### src/rtl/switch_db_multi.sv
// N-channel switch debouncer. Each channel verifies presses and releases, holds a
// debounced level, and can emit auto-repeat pulses while the switch stays held.
module switch_db_multi #(
    parameter int unsigned N             = 4,
    parameter int unsigned VERIFY_CNT    = 2,
    parameter int unsigned CNT_W         = 8,
    parameter int unsigned REPEAT_EN     = 1,
    parameter int unsigned REPEAT_DELAY  = 16,
    parameter int unsigned REPEAT_PERIOD = 4,
    parameter int unsigned RPT_W         = 16
) (
    input  logic         CLK,
    input  logic         ACLR,
    input  logic [N-1:0] SW,
    output logic [N-1:0] SWDB,
    output logic [N-1:0] SWREL,
    output logic [N-1:0] SWLVL,
    output logic [N-1:0] SWRPT
);

    typedef enum logic [1:0] {
        OFF  = 2'd0,
        EDGE = 2'd1,
        HOLD = 2'd2,
        RELV = 2'd3
    } state_e;

    localparam logic [CNT_W-1:0] VERIFY_L = CNT_W'(VERIFY_CNT);
    localparam logic [RPT_W-1:0] DELAY_L  = RPT_W'(REPEAT_DELAY);
    localparam logic [RPT_W-1:0] PERIOD_L = RPT_W'(REPEAT_PERIOD);

    genvar ch;
    generate
        for (ch = 0; ch < N; ch++) begin : g_ch
            state_e           state_q;
            logic [CNT_W-1:0] cnt_q;
            logic [RPT_W-1:0] rpt_q;
            logic             first_q;
            logic             db_q;
            logic             rel_q;
            logic             lvl_q;
            logic             rptp_q;

            logic [CNT_W-1:0] cnt_d;
            logic [RPT_W-1:0] rpt_d;
            logic [RPT_W-1:0] rpt_lim;

            assign cnt_d   = cnt_q + CNT_W'(1);
            assign rpt_d   = rpt_q + RPT_W'(1);
            assign rpt_lim = first_q ? DELAY_L : PERIOD_L;

            always_ff @(posedge CLK or posedge ACLR) begin
                if (ACLR) begin
                    state_q <= OFF;
                    cnt_q   <= '0;
                    rpt_q   <= '0;
                    first_q <= 1'b0;
                    db_q    <= 1'b0;
                    rel_q   <= 1'b0;
                    lvl_q   <= 1'b0;
                    rptp_q  <= 1'b0;
                end else begin
                    db_q   <= 1'b0;
                    rel_q  <= 1'b0;
                    rptp_q <= 1'b0;
                    unique case (state_q)
                        OFF: begin
                            if (SW[ch]) begin
                                state_q <= EDGE;
                                cnt_q   <= CNT_W'(1);
                            end
                        end
                        EDGE: begin
                            if (!SW[ch]) begin
                                state_q <= OFF;
                                cnt_q   <= '0;
                            end else if (cnt_d == VERIFY_L) begin
                                state_q <= HOLD;
                                db_q    <= 1'b1;
                                lvl_q   <= 1'b1;
                                cnt_q   <= '0;
                                rpt_q   <= '0;
                                first_q <= 1'b1;
                            end else begin
                                cnt_q <= cnt_d;
                            end
                        end
                        HOLD: begin
                            if (!SW[ch]) begin
                                state_q <= RELV;
                                cnt_q   <= CNT_W'(1);
                            end else if (REPEAT_EN != 0) begin
                                if (rpt_d == rpt_lim) begin
                                    rptp_q  <= 1'b1;
                                    rpt_q   <= '0;
                                    first_q <= 1'b0;
                                end else begin
                                    rpt_q <= rpt_d;
                                end
                            end
                        end
                        RELV: begin
                            // A bounce back high resumes the repeat schedule where it paused.
                            if (SW[ch]) begin
                                state_q <= HOLD;
                                cnt_q   <= '0;
                            end else if (cnt_d == VERIFY_L) begin
                                state_q <= OFF;
                                rel_q   <= 1'b1;
                                lvl_q   <= 1'b0;
                                cnt_q   <= '0;
                            end else begin
                                cnt_q <= cnt_d;
                            end
                        end
                        default: state_q <= OFF;
                    endcase
                end
            end

            assign SWDB[ch]  = db_q;
            assign SWREL[ch] = rel_q;
            assign SWLVL[ch] = lvl_q;
            assign SWRPT[ch] = rptp_q;
        end
    endgenerate

endmodule

### config.mk
export PLATFORM = sky130hd
export DESIGN_NAME = switch_db_multi
export DESIGN_NICKNAME = d
export VERILOG_FILES = /design/src/rtl/switch_db_multi.sv
export SDC_FILE = /design/constraint.sdc
export NUM_CORES = 1
export LEC_CHECK = 0
export BUFFER_PORTS_ARGS = -buffer_cell sky130_fd_sc_hd__buf_2
export CAP_MARGIN = 20
export CORE_ASPECT_RATIO = 0.75
export CORE_MARGIN = 1
export CORE_UTILIZATION = 50
export CTS_CLUSTER_SIZE = 24
export DETAILED_ROUTE_END_ITERATION = 7
export PLACE_DENSITY = 0.69
export SLEW_MARGIN = 20
export SYNTH_ARGS = -nofsm -noshare
export SYNTH_HDL_FRONTEND = slang
export SYNTH_SLANG_ARGS = --single-unit
export TNS_END_PERCENT = 30
### constraint.sdc
create_clock -name CLK -period 3.9 [get_ports CLK]
set_input_delay 0.78 -clock CLK [delete_from_list [all_inputs] [get_ports CLK]]
set_output_delay 0.78 -clock CLK [all_outputs]
set_load 0.01 [all_outputs]
==> qor.txt <==
area delta synth->final - 8.49%
critical path class - register to register
fin util - 56.5%
DRT iter0 DRCs - 441
latest clock arrival within the worst-skew pair - 0.43 ns
Final Skew - 0.00683 ns
post-route setup slack - 1.09 ns
WP data required - 4.21 ns
final setup fails - 0
DIE AREA - 15800 sq um
RSZ-0062 raised after global routing - false
ys flop type - dfrtp_1
Vias - 6524
Max Cap Viol - 0
Worst EP arrival - 3.12 ns
Final Hold Vio Count - 0
Initial Util - 52.0%
DIE WIDTH - 145 um
final net count - 892
Fin Setup TNS - 0 ns
HPWL Detailed - 11000 um
routed length per placed instance - 15.3 um
multi-input logic area - 4100 sq um
Yosys cell types - 76
Net Sw Frac - 38.8%
Clock Path Buffers - 2
gpl congestion - 0.844
Async SR Flop Fraction - 100%
startpoint types - register
remaining antenna violation count after routing - 0
Vias/cell - 6.01
# rows - 38
clock sink count - 124
antenna violations before repair - 0
register share of total power - 40.2%
Clock transition at path regs - 0.06 ns
total CTS buffers - 17
Setup crit end kind - register
CTS tree - done
count of final max-slew check failures - 0
Mapped Nets - 913
Int Power - 3200 uW
Yosys reg bits - 124
H-tree levels - 4
hold bufs inserted after CTS - 0
GRT overflow - 0
final wirelength - 16600 um
synth warn - 0
num ports - 22
Area after DPL - 7730 sq um
Peak VDD IR - 0.000296 V
Post-synth EDFFs - 0
post-route cell area - 8300 sq um
CTS resizes - 0
power density cells - 631 nW/um^2
Slew headroom - 51.8%
DR pass1 iterations - 5
share of cells above drive strength 1 - 8.81%
largest net degree at the start of global routing - 94
sequential-to-total area share from yosys stat - 40.6%
Max Clock Freq - 356 MHz
DIE HEIGHT - 109 um
DRC errors left - 0
FILL cells - 1288
Critical Path Fanout Max - 12
pre-CTS setup slack - 1.19 ns
first-pass GRT wire length - 28600 um
post-CTS setup repair buffer count - 0
Total GRT Usage - 22.9%
core area - 14700 sq um
combinational share of power - 30.4%
worst hold slack - 0.472 ns
CTS root buffer - clkbuf_16
FF+latch area - 3100 sq um
Hold Path Class - input pin to asynchronous set/reset pin
measured slew at the worst slew-check pin - 0.721 ns
Cell Area, Synth - 7650 sq um
Buffers on Ports - 21
status - finished, final reports clean
Net Switching - 2030 uW
Clock power frac - 29.5%
P_leak - 0.00338 uW
Post-Syn Instances - 895
Synth Area per Inst - 8.54 sq um
vias in the first global route - 5906
final worst path period need - 2.81 ns
n_diodes - 0
Tcrit/Tclk final - 72.0%
state kept, by name, summed over array words and instances (netlist names), named ones only:
signal / flops
g_ch.db_q: 4
g_ch.lvl_q: 4
g_ch.rpt_q: 64
g_ch.cnt_q: 32
g_ch.rel_q: 4
g_ch.state_q: 4
g_ch.rptp_q: 4
g_ch.first_q: 4
stage by stage:
step	cells	total power, uW
global placement	1055	3660
detailed placement	1055	3690
floorplan	895	3330
global route	1085	5610
CTS	1085	5260
finish	1085	5240
cell usage in the layout (no fill, tap or decap), types with 5 or more instances in the layout:
master	n
dfrtp_1	124
nand2_1	102
nor2_1	74
o21ai_0	67
nand3_1	58
nor3_1	30
nand4_1	29
a21oi_1	26
inv_1	25
xor2_1	24
buf_2	21
and3_1	19
clkbuf_16	17
xnor2_1	15
o31ai_1	15
nor4_1	13
o21ai_1	12
ha_1	12
and2_1	11
o22ai_1	11
a31oi_1	11
and4_1	10
nand2b_1	9
o311ai_1	9
or3_1	8
o41ai_1	7
nor3b_1	6
buf_4	6
a211oi_1	5
mux2_2	5
o21bai_1	5
mux2i_1	5
routing by layer:
metal,global-route usage [%],routed length [um]
met2,32.8,6990
met1,33.4,8490
met5,0,0
met4,8.12,283
met3,5.49,798
critical path, cell delays in order, from the launching register on:
cell,delay [ns]
dfrtp_1,0.55
nand4_1,0.27
nor3_1,0.54
mux2i_1,0.26
nand2_1,0.08
nand3_1,0.17
nand3_1,0.40
o311ai_0,0.44
Yosys cell counts (10+ instances only):
| master | count | area [sq um] |
|---|---|---|
| nand4_1 | 29 | 181 |
| buf_4 | 16 | 120 |
| and2_1 | 11 | 68.8 |
| a31oi_1 | 11 | 68.8 |
| o21ai_1 | 12 | 60.1 |
| dfrtp_1 | 124 | 3100 |
| nor2_1 | 74 | 278 |
| xor2_1 | 24 | 210 |
| nor3_1 | 30 | 150 |
| nor4_1 | 13 | 81.3 |
| ha_1 | 12 | 150 |
| nand3_1 | 58 | 290 |
| and3_1 | 19 | 119 |
| buf_2 | 16 | 80.1 |
| a21oi_1 | 26 | 130 |
| o22ai_1 | 11 | 68.8 |
| inv_1 | 26 | 97.6 |
| nand2_1 | 102 | 383 |
| xnor2_1 | 15 | 131 |
| and4_1 | 10 | 87.6 |
| clkbuf_1 | 32 | 120 |
| o21ai_0 | 67 | 335 |
| o31ai_1 | 15 | 113 |
area by class of cell:
type / instances / share of cell area, %
multi-input cells: 677 / 49.5
flip-flops and latches: 124 / 37.4
clock buffers: 23 / 5.76
well taps: 200 / 3.02
repair buffers: 28 / 2.05
inverters: 26 / 1.22
clock inverters: 7 / 1.09
power by group through the flow:
stage | Sequential (uW) | Combinational, uW | Clock [uW]
5_1_grt | 2180 | 1800 | 1640
3_5_place_dp | 2110 | 1580 | 0
3_3_place_gp | 2100 | 1560 | 0
6_report | 2100 | 1590 | 1540
4_1_cts | 2090 | 1590 | 1580
2_1_floorplan | 1810 | 1520 | 0
cell families (layout without fill, tap and decap cells):
kind of cell / Yosys count / count (layout) / synth area share, %
xor+xnor: 39 / 39 / 4.47
mux: 10 / 10 / 1.39
fa+ha+maj: 12 / 12 / 1.96
flops: 124 / 124 / 40.6
compound gates: 219 / 219 / 19.3
simple gates: 397 / 397 / 26.5
buf+inv: 94 / 84 / 5.76
worst paths after layout:
kind / from / endpoint / slack, ns / cells after the start
setup reg to reg: g_ch[3].rpt_q[4] / g_ch[3].rpt_q[13] / 1.09 / 7
hold reg to reg: g_ch[1].rpt_q[15] / g_ch[1].rpt_q[15] / 0.50 / 1
setup / recovery: g_ch[3].rpt_q[4] / g_ch[3].rpt_q[13] / 1.09 / 7
min in group CLK: g_ch[1].rpt_q[15] / g_ch[1].rpt_q[15] / 0.50 / 1
hold / removal: ACLR / g_ch[1].rptp_q / 0.47 / 2
max in group asynchronous: ACLR / g_ch[0].rpt_q[4] / 2.51 / 3
No activity file was read; power rests on OpenSTA's default activity.
